**config.mk**
```make
export PLATFORM = sky130hd
export DESIGN_NAME = pipe_ctrl
export DESIGN_NICKNAME = d
export VERILOG_FILES = /design/src/rtl/pipe_ctrl_pkg.sv /design/src/rtl/pipe_ctrl_sat_counter.sv /design/src/rtl/pipe_ctrl.sv
export SDC_FILE = /design/constraint.sdc
export NUM_CORES = 1
export LEC_CHECK = 0
export BUFFER_PORTS_ARGS = -buffer_cell sky130_fd_sc_hd__buf_2
export CAP_MARGIN = 20
export CORE_UTILIZATION = 44
export CTS_CLUSTER_DIAMETER = 120
export DETAILED_ROUTE_END_ITERATION = 8
export PLACE_DENSITY = 0.77
export SLEW_MARGIN = 10
export SYNTH_ARGS = -nofsm -noshare
export SYNTH_HDL_FRONTEND = slang
export SYNTH_SLANG_ARGS = --single-unit
```
**constraint.sdc**
```tcl
create_clock -name clk -period 3 [get_ports clk]
set_input_delay 0.6 -clock clk [delete_from_list [all_inputs] [get_ports clk]]
set_output_delay 0.6 -clock clk [all_outputs]
set_load 0.02 [all_outputs]
```
**src/rtl/pipe_ctrl_pkg.sv**
```systemverilog
// -----------------------------------------------------------------------------
// pipe_ctrl_pkg
// Shared definitions for the 5-stage core pipeline controller:
//   - stall vector bit indices (bit0 PC .. bit5 WB)
//   - encoded stall vectors, one per deepest requesting stage
//   - the ERET exception code and the flush/stall/reset polarity names
//   - the controller FSM state type
// No ports; this file holds constants and types only.
// -----------------------------------------------------------------------------
package pipe_ctrl_pkg;

    // Bit positions inside the stall vector.
    localparam int STALL_PC_BIT  = 0;
    localparam int STALL_IF_BIT  = 1;
    localparam int STALL_ID_BIT  = 2;
    localparam int STALL_EX_BIT  = 3;
    localparam int STALL_MEM_BIT = 4;
    localparam int STALL_WB_BIT  = 5;

    // A stage that stalls also freezes every stage in front of it, so each
    // encoded vector is a run of ones from PC up to the requesting stage.
    // WB is never frozen: the instruction already past MEM retires.
    localparam logic [5:0] STALL_MEM  = 6'b011111;
    localparam logic [5:0] STALL_EX   = 6'b001111;
    localparam logic [5:0] STALL_ID   = 6'b000111;
    localparam logic [5:0] STALL_IF   = 6'b000011;
    localparam logic [5:0] STALL_NONE = 6'b000000;

    localparam logic [31:0] EXC_ERET  = 32'h0000_000e;

    localparam logic        FLUSH         = 1'b1;
    localparam logic        NO_FLUSH      = 1'b0;
    localparam logic        STALL_ENABLE  = 1'b1;
    localparam logic        STALL_DISABLE = 1'b0;
    localparam logic        RST_ENABLE    = 1'b1;
    localparam logic [31:0] ZERO_WORD     = 32'h0000_0000;

    // RUN: normal operation, flushes may be raised.
    // RECOVER: the cycle right after a flush; MEM holds a bubble, so no new
    // flush can be raised, but stall requests are still honoured.
    typedef enum logic {
        ST_RUN     = 1'b0,
        ST_RECOVER = 1'b1
    } pipe_state_e;

endpackage

```
**src/rtl/pipe_ctrl_sat_counter.sv**
```systemverilog
// -----------------------------------------------------------------------------
// sat_counter
// Up-counter that saturates at all-ones and holds there, never wrapping.
// Ports:
//   clk     in   1  clock
//   rst     in   1  synchronous reset, active-high, clears the count
//   clear   in   1  synchronous clear, wins over enable
//   enable  in   1  count one step this cycle (ignored once saturated)
//   count   out  W  current registered count
// -----------------------------------------------------------------------------
module sat_counter
    import pipe_ctrl_pkg::*;
#(
    parameter int W = 16
) (
    input  logic         clk,
    input  logic         rst,
    input  logic         clear,
    input  logic         enable,
    output logic [W-1:0] count
);

    localparam logic [W-1:0] CNT_MAX = {W{1'b1}};
    localparam logic [W-1:0] CNT_ONE = {{(W-1){1'b0}}, 1'b1};

    always_ff @(posedge clk) begin
        if (rst == RST_ENABLE || clear) begin
            count <= '0;
        end else if (enable && count != CNT_MAX) begin
            count <= count + CNT_ONE;
        end
    end

endmodule

```
**src/rtl/pipe_ctrl.sv**
```systemverilog
// -----------------------------------------------------------------------------
// pipe_ctrl
// Central pipeline controller for the 5-stage core. Merges per-stage stall
// requests into one stall vector, turns MEM-stage exceptions and memory-bus
// watchdog timeouts into a one-cycle flush with a redirect PC, and keeps
// saturating stall/flush performance counters.
//
// Interface timing: there is no handshake. stall, flush, new_pc and
// bus_timeout are level signals, combinational from the inputs and the
// current state, and are sampled by the pipeline registers on the same clk
// edge. stall_cycles and flush_count are registered and show an event the
// cycle after it happens.
//
// Ports:
//   clk           in   1   clock
//   rst           in   1   synchronous reset, active-high
//   stallreq_if   in   1   instruction-bus wait
//   stallreq_id   in   1   load-use hazard
//   stallreq_ex   in   1   multi-cycle EX op busy
//   stallreq_mem  in   1   data-bus wait
//   excepttype_i  in   32  MEM-stage exception code, 0 = none, 0xe = ERET
//   cp0_epc_i     in   32  EPC from CP0, the ERET target
//   stall         out  6   per-stage stall vector (bit0 PC .. bit5 WB)
//   flush         out  1   pipeline flush
//   new_pc        out  32  redirect target while flush=1, otherwise 0
//   bus_timeout   out  1   pulse coinciding with a watchdog flush
//   stall_cycles  out  32  cycles with stall!=0, saturating
//   flush_count   out  16  flush cycles, saturating
//   fsm_state     out  1   controller state, for observation only
// -----------------------------------------------------------------------------
module pipe_ctrl
    import pipe_ctrl_pkg::*;
#(
    parameter logic [31:0] EXC_VECTOR     = 32'h0000_0020,
    parameter logic [31:0] BUSERR_VECTOR  = 32'h0000_0040,
    parameter logic [15:0] TIMEOUT_CYCLES = 16'd256
) (
    input  logic        clk,
    input  logic        rst,
    input  logic        stallreq_if,
    input  logic        stallreq_id,
    input  logic        stallreq_ex,
    input  logic        stallreq_mem,
    input  logic [31:0] excepttype_i,
    input  logic [31:0] cp0_epc_i,
    output logic [5:0]  stall,
    output logic        flush,
    output logic [31:0] new_pc,
    output logic        bus_timeout,
    output logic [31:0] stall_cycles,
    output logic [15:0] flush_count,
    output pipe_state_e fsm_state
);

    pipe_state_e state;
    pipe_state_e state_next;
    logic [15:0] wd_count;
    logic        wd_expired;

    // The watchdog has already counted TIMEOUT_CYCLES-1 stalled cycles, so
    // this cycle is the TIMEOUT_CYCLES-th consecutive one.
    assign wd_expired = stallreq_mem && (wd_count == (TIMEOUT_CYCLES - 16'd1));

    assign fsm_state = state;

    // -------------------------------------------------------------------------
    // State register
    // -------------------------------------------------------------------------
    always_ff @(posedge clk) begin
        if (rst == RST_ENABLE) begin
            state <= ST_RUN;
        end else begin
            state <= state_next;
        end
    end

    // -------------------------------------------------------------------------
    // Next state, flush mux and stall priority encoder
    // -------------------------------------------------------------------------
    always_comb begin
        state_next  = state;
        flush       = NO_FLUSH;
        new_pc      = ZERO_WORD;
        bus_timeout = 1'b0;
        stall       = STALL_NONE;

        if (rst != RST_ENABLE) begin
            // Flush sources in priority order. An exception in the same
            // cycle as a timeout takes the exception path, so bus_timeout
            // stays low and the watchdog is cleared by the flush anyway.
            if (state == ST_RUN) begin
                if (excepttype_i == EXC_ERET) begin
                    flush  = FLUSH;
                    new_pc = cp0_epc_i;
                end else if (excepttype_i != ZERO_WORD) begin
                    flush  = FLUSH;
                    new_pc = EXC_VECTOR;
                end else if (wd_expired) begin
                    flush       = FLUSH;
                    new_pc      = BUSERR_VECTOR;
                    bus_timeout = 1'b1;
                end
            end

            // A flush empties the pipe, so nothing may be held that cycle.
            if (flush == NO_FLUSH) begin
                if (stallreq_mem) begin
                    stall = STALL_MEM;
                end else if (stallreq_ex) begin
                    stall = STALL_EX;
                end else if (stallreq_id) begin
                    stall = STALL_ID;
                end else if (stallreq_if) begin
                    stall = STALL_IF;
                end
            end

            unique case (state)
                ST_RUN:     state_next = (flush == FLUSH) ? ST_RECOVER : ST_RUN;
                ST_RECOVER: state_next = ST_RUN;
                default:    state_next = ST_RUN;
            endcase
        end
    end

    // -------------------------------------------------------------------------
    // Counters
    // -------------------------------------------------------------------------
    // Watchdog: counts consecutive MEM-stall cycles; any gap or flush restarts it.
    sat_counter #(.W(16)) u_watchdog (
        .clk    (clk),
        .rst    (rst),
        .clear  (!stallreq_mem || flush),
        .enable (stallreq_mem && !flush),
        .count  (wd_count)
    );

    sat_counter #(.W(32)) u_stall_cycles (
        .clk    (clk),
        .rst    (rst),
        .clear  (1'b0),
        .enable (stall != STALL_NONE),
        .count  (stall_cycles)
    );

    sat_counter #(.W(16)) u_flush_count (
        .clk    (clk),
        .rst    (rst),
        .clear  (1'b0),
        .enable (flush),
        .count  (flush_count)
    );

endmodule
```
==> impl_metrics.toml, run 1 <==
[grt]
grt_pass1_vias = 4006
gr-total-overflow = 0
antenna_found_initial = 0
grt_use_total_pct = 25.3
grt_max_degree = 46
grt_pass1_wl_mm = 18.2

[worst_setup_path]
crit_top_cell = "buf_2"
crit_required_ns = 2.40
reg2reg_depth = 7
cpLargestDelayFamily = "simple AND/OR/NAND/NOR gates"
crit_path_max_fanout = 15
worstPathBufferInverterCount = 3
cp-end-kind = "output port"
r2r-start = "u_watchdog.count[12]$_SDFFE_PP0P_"
worstReg2RegEnd = "u_flush_count.count[10]$_SDFFE_PP0P_"
cp_cell_sequence = "buf_2, nor4_2, nand2_1, nor4_4, nand2_2, nor2_4, buf_4, and2_1, buf_2"
arrival_ns = 2.27
max_stage_delay_ns = 0.41
criticalPathCategory = "in2out"
rrSetupSlack_ns = 0.43
crit_path_start_kind = "primary input"
crit_slowest_cell = "nor4_4"
cp.depth = 9

[clock_tree]
clock_latency_ns = 0.34
clk_pin_slew_ns = 0.07
cts-root-buf = "clkbuf_8"
clockBufferDepth = 2
cts_tree = "done"
htree_levels = 3
clkSinkCount = 65
cts_made_buffers = 9

[worst_hold_path]
hold_path_end = "u_watchdog.count[5]$_SDFFE_PP0P_"
holdPathStages = 2
min_from = "u_watchdog.count[5]$_SDFFE_PP0P_"
holdCritPathClass = "reg2reg"

[synthesis]
synth_cells = 483
syn-num-nets = 556
ys_types = 55
syn-mean-instance-area_sq_um = 8.02
ys_warn_count = 0
async_flop_share_pct = 0
ys_seq_elements = 65
syn_area_sq_um = 3870
synthFlopType = "dfxtp_1"
synth_edf_count = 0
seq_area_frac_synth_pct = 33.6

[power]
p_leak_uw = 0.00211
pwr_density_cell_nw_per_um2 = 343
ir_worst_vdd_v = 0.000221

[floorplanning]
die_w_microns = 95.8
start_util_pct = 46.2
die_area_sq_um = 9180
rows = 33
core-area_sq_um = 8380
ios = 159
die_h_microns = 95.8

[final_layout]
fill_cells = 784
area_delta_synth_final_pct = 29.8
nets = 717
finalInstanceArea_sq_um = 5030
layout_commonest_cell = "buf_2"
antenna_cells = 0
final_cell_mix = "buf_2, dfxtp_1, a21oi_1"
drive_gt1_share_pct = 33.3

[sta]
grt_setup_unrepaired = "false"
slew_violations = 0
hold_violations = 0
min_period_ns = 2.87
setup_tns_ns = 0
max-slew-margin-rel_pct = 65.1
finalCritPeriodShare_pct = 95.5
timing.fmax_mhz = 349
tightest_slew_ns = 0.519
setup_violations = 0
fin_worst_skew_ns = 0.00845

[route]
vias = 4490
drt_wl_total_mm = 11.8
drc = 0
first_pass_iters = 5
ant_nets = 0
via_per_inst = 5.95
drtIter0Drc = 279
wl_per_cell_microns = 15.7

[placed_design]
io_buffers = 157
gp_congestion = 0.833
dp_hpwl_mm = 8.73
placed_area_sq_um = 4810

[status]
status = "finished clean"

[run]
drv_cap = 0
## through the flow
stage / utilization, % / setup slack [ns] / total power [uW] / hold slack [ns] / cells
after floorplan: - / 0.0227 / 978 / 0.448 / 483
after CTS: 59.4 / 0.0163 / 1730 / 0.488 / 752
final: 60.0 / 0.134 / 1720 / 0.484 / 754
after global routing: 60.0 / 0.00312 / 1790 / 0.496 / 754
after global placement: 57.3 / 0.132 / 1060 / 0.465 / 736
after detailed placement: 57.3 / 0.105 / 1060 / 0.478 / 736
## worst max-delay path by stage
| stage | start | slack, ns | end |
|---|---|---|---|
| detailed placement | excepttype_i[8] | 0.11 | new_pc[16] |
| global route | excepttype_i[16] | 0.003 | new_pc[18] |
| floorplan | stallreq_mem | 0.02 | stall[1] |
| global placement | excepttype_i[8] | 0.13 | new_pc[18] |
| finish | excepttype_i[16] | 0.13 | new_pc[12] |
| CTS | u_watchdog.count[0]$_SDFFE_PP0P_ | 0.02 | flush |
## flip-flops by register name, indices dropped and copies added (netlist names)
signal and cells:
fsm_state 1, u_flush_count.count 16, u_stall_cycles.count 32, u_watchdog.count 16
## where the power goes
part           switching (uW)  total [uW]  internal [uW]
Clock                     333         678            345
Sequential               6.68         874            867
Combinational             103         171           67.2
## layer usage
layer	vias to the layer above	track usage (%)	share of wire (%)
met5	-	0	0
met4	0	10.1	1.7
met3	22	4.27	7.1
met2	189	46.0	50
met1	2090	29.4	41
li1	2189	-	-
## cells in the mapped netlist (7+ instances only)
library cell	number	area (sq um)
nor3_1	10	50.1
nor4_1	12	75.1
o41ai_1	7	61.3
and3_1	9	56.3
o211ai_1	7	52.6
nand3_1	26	130
o21ai_0	12	60.1
or3_1	12	75.1
or4_1	29	218
inv_1	7	26.3
nand4_1	26	163
clkbuf_1	17	63.8
nor2_1	25	93.8
dfxtp_1	65	1300
a21oi_1	40	200
o31ai_1	29	218
o311ai_0	7	61.3
and2_1	33	206
nand2_1	35	131
## timing repair
item / CTS / global route
setup buffers: 0 / 1
gates resized for setup: 0 / 10
hold buffers: 0 / 0
setup endpoints to repair: 0 / 35
## final cells by class
class / instances / area [sq um] / share of cell area [%]
clock buffer: 14 / 163 / 3.24
clock inverter: 2 / 12.5 / 0.249
inverter: 8 / 35.0 / 0.697
multi-input combinational: 380 / 2410 / 47.9
sequential: 65 / 1300 / 25.9
tap: 105 / 131 / 2.61
timing repair buffer: 180 / 975 / 19.4
## cell families after synthesis
| kind of cell | count (synthesis) | synth area share [%] |
|---|---|---|
| fa+ha+maj | 3 | 0.969 |
| mux | 8 | 2.26 |
| simple gates | 253 | 38.6 |
| compound gates | 115 | 19.5 |
| buf+inv | 38 | 4.98 |
| flops | 65 | 33.6 |
| other cells | 1 | 0.0968 |
## worst min-delay path, delay by kind of cell (launching register included)
kind / cells / cell delay, ns
flops: 1 / 0.32
compound gates: 2 / 0.12
Note: power is estimated with default switching activity, not from simulation.
==> run 2: changes to the inputs <==
--- a/config.mk
+++ b/config.mk
@@ -11,6 +11,7 @@
 export CTS_CLUSTER_DIAMETER = 120
 export DETAILED_ROUTE_END_ITERATION = 8
 export PLACE_DENSITY = 0.77
+export REMOVE_ABC_BUFFERS = 1
 export SLEW_MARGIN = 10
 export SYNTH_ARGS = -nofsm -noshare
 export SYNTH_HDL_FRONTEND = slang
==> impl_metrics.toml, run 2 (same netlist as run 1, synthesis figures left out) <==
[floorplanning]
ios = 159
die_w_microns = 95.8
rows = 33
die_h_microns = 95.8
die_area_sq_um = 9180
start_util_pct = 46.2
core-area_sq_um = 8380

[grt]
grt_pass1_vias = 3912
antenna_found_initial = 0
grt_pass1_wl_mm = 17.9
grt_max_degree = 31
grt_use_total_pct = 24.9
gr-total-overflow = 0

[route]
wl_per_cell_microns = 15.5
ant_nets = 0
drt_wl_total_mm = 11.7
drtIter0Drc = 203
first_pass_iters = 5
wl_met1_mm = 4.96
vias = 4461
drc = 0
via_per_inst = 5.89
wl_met3_microns = 728
top_layer = "met4"
wl_met2_mm = 5.92

[worst_setup_path]
r2r-start = "u_watchdog.count[0]$_SDFFE_PP0P_"
crit_path_max_fanout = 6
criticalPathCategory = "reg2out"
cp-end-kind = "output port"
arrival_ns = 2.27
reg2reg_depth = 9
rrSetupSlack_ns = 0.41
worstReg2RegEnd = "u_flush_count.count[4]$_SDFFE_PP0P_"
crit_required_ns = 2.40
crit_path_start_kind = "flip-flop"

[sta]
min_period_ns = 2.87
slew_violations = 0
grt_setup_unrepaired = "false"
finalCritPeriodShare_pct = 95.6
max-slew-margin-rel_pct = 50.0
timing.fmax_mhz = 349
hold_violations = 0
setup_tns_ns = 0
timing.hold.ws_ns = 0.490
tightest_slew_ns = 0.748
setup_violations = 0
fin_worst_skew_ns = 0.0137

[clock_tree]
cts_hold_buf = 0
clock_latency_ns = 0.34
ctsResizeCount = 0
clkSinkCount = 65
cts_tree = "done"
cts-root-buf = "clkbuf_8"
clockBufferDepth = 2
cts_made_buffers = 9
post_cts_buffers = 0
clk_pin_slew_ns = 0.08
htree_levels = 3

[run]
drv_cap = 0

[worst_hold_path]
min_from = "u_watchdog.count[5]$_SDFFE_PP0P_"
holdPathStages = 2
holdCritPathClass = "reg2reg"
hold_path_end = "u_watchdog.count[5]$_SDFFE_PP0P_"

[final_layout]
drive_gt1_share_pct = 33.3
final_cell_mix = "buf_2, dfxtp_1, a21oi_1"
reg_top3 = "u_stall_cycles.count: 32 flops, u_flush_count.count: 16 flops, u_watchdog.count: 16 flops"
largest-register = "u_stall_cycles.count"
largest_reg_flops = 32
antenna_cells = 0
nets = 720
fin_cells = 757
finalInstanceArea_sq_um = 5030
area_delta_synth_final_pct = 30.0
utilization_pct = 60.1
layout_commonest_cell = "buf_2"

[status]
status = "finished clean"

[placed_design]
placed_area_sq_um = 4830
dp_hpwl_mm = 8.75
dp.cells = 740
io_buffers = 157
gp_congestion = 0.871

[power]
pwr_density_cell_nw_per_um2 = 354
ir_worst_vdd_v = 0.000242
p_leak_uw = 0.00213
run 2: worst max-delay path, stage by stage (launching register included):
cell     delay (ns)
dfxtp_1        0.39
ha_1           0.21
nor4b_1        0.32
and4b_1        0.29
nor3_1         0.07
a22oi_2        0.37
nor2_1         0.11
buf_2          0.18
run 2: through the flow:
step | power (uW) | setup slack [ns]
6_report | 1780 | 0.133
5_1_grt | 1850 | 0.00158
4_1_cts | 1800 | 0.0692
3_5_place_dp | 1060 | 0.123
3_3_place_gp | 1060 | 0.135
2_1_floorplan | 955 | -0.963
run 2: cell type report:
| cell class | instances | area [sq um] |
|---|---|---|
| clock inverter | 7 | 70.1 |
| tap | 105 | 131 |
| inverter | 8 | 31.3 |
| timing repair buffer | 183 | 993 |
| sequential | 65 | 1300 |
| fill | 784 | 3350 |
| clock buffer | 9 | 124 |
| multi-input combinational | 380 | 2380 |
run 2: routing by layer:
metal	vias to the layer above	GRT usage, %
met5	-	0
met4	0	8.46
met2	159	46.3
li1	2199	-
met3	13	3.24
met1	2090	29.2
run 2: worst max path at each step:
stage,startpoint,to,slack [ns],depth (start not counted)
after CTS,u_watchdog.count[12]$_SDFFE_PP0P_,stall[0],0.07,6
after global routing,excepttype_i[16],new_pc[19],0.002,9
after global placement,excepttype_i[8],new_pc[23],0.14,9
after floorplan,stallreq_mem,stall[0],-0.96,5
after detailed placement,excepttype_i[8],new_pc[23],0.12,9
final,u_watchdog.count[0]$_SDFFE_PP0P_,stall[0],0.13,7
run 2: power breakdown:
part | switching, uW | internal, uW | total (uW)
registers | 6.68 | 867 | 873
clock network | 359 | 384 | 743
logic | 98.9 | 69.3 | 168
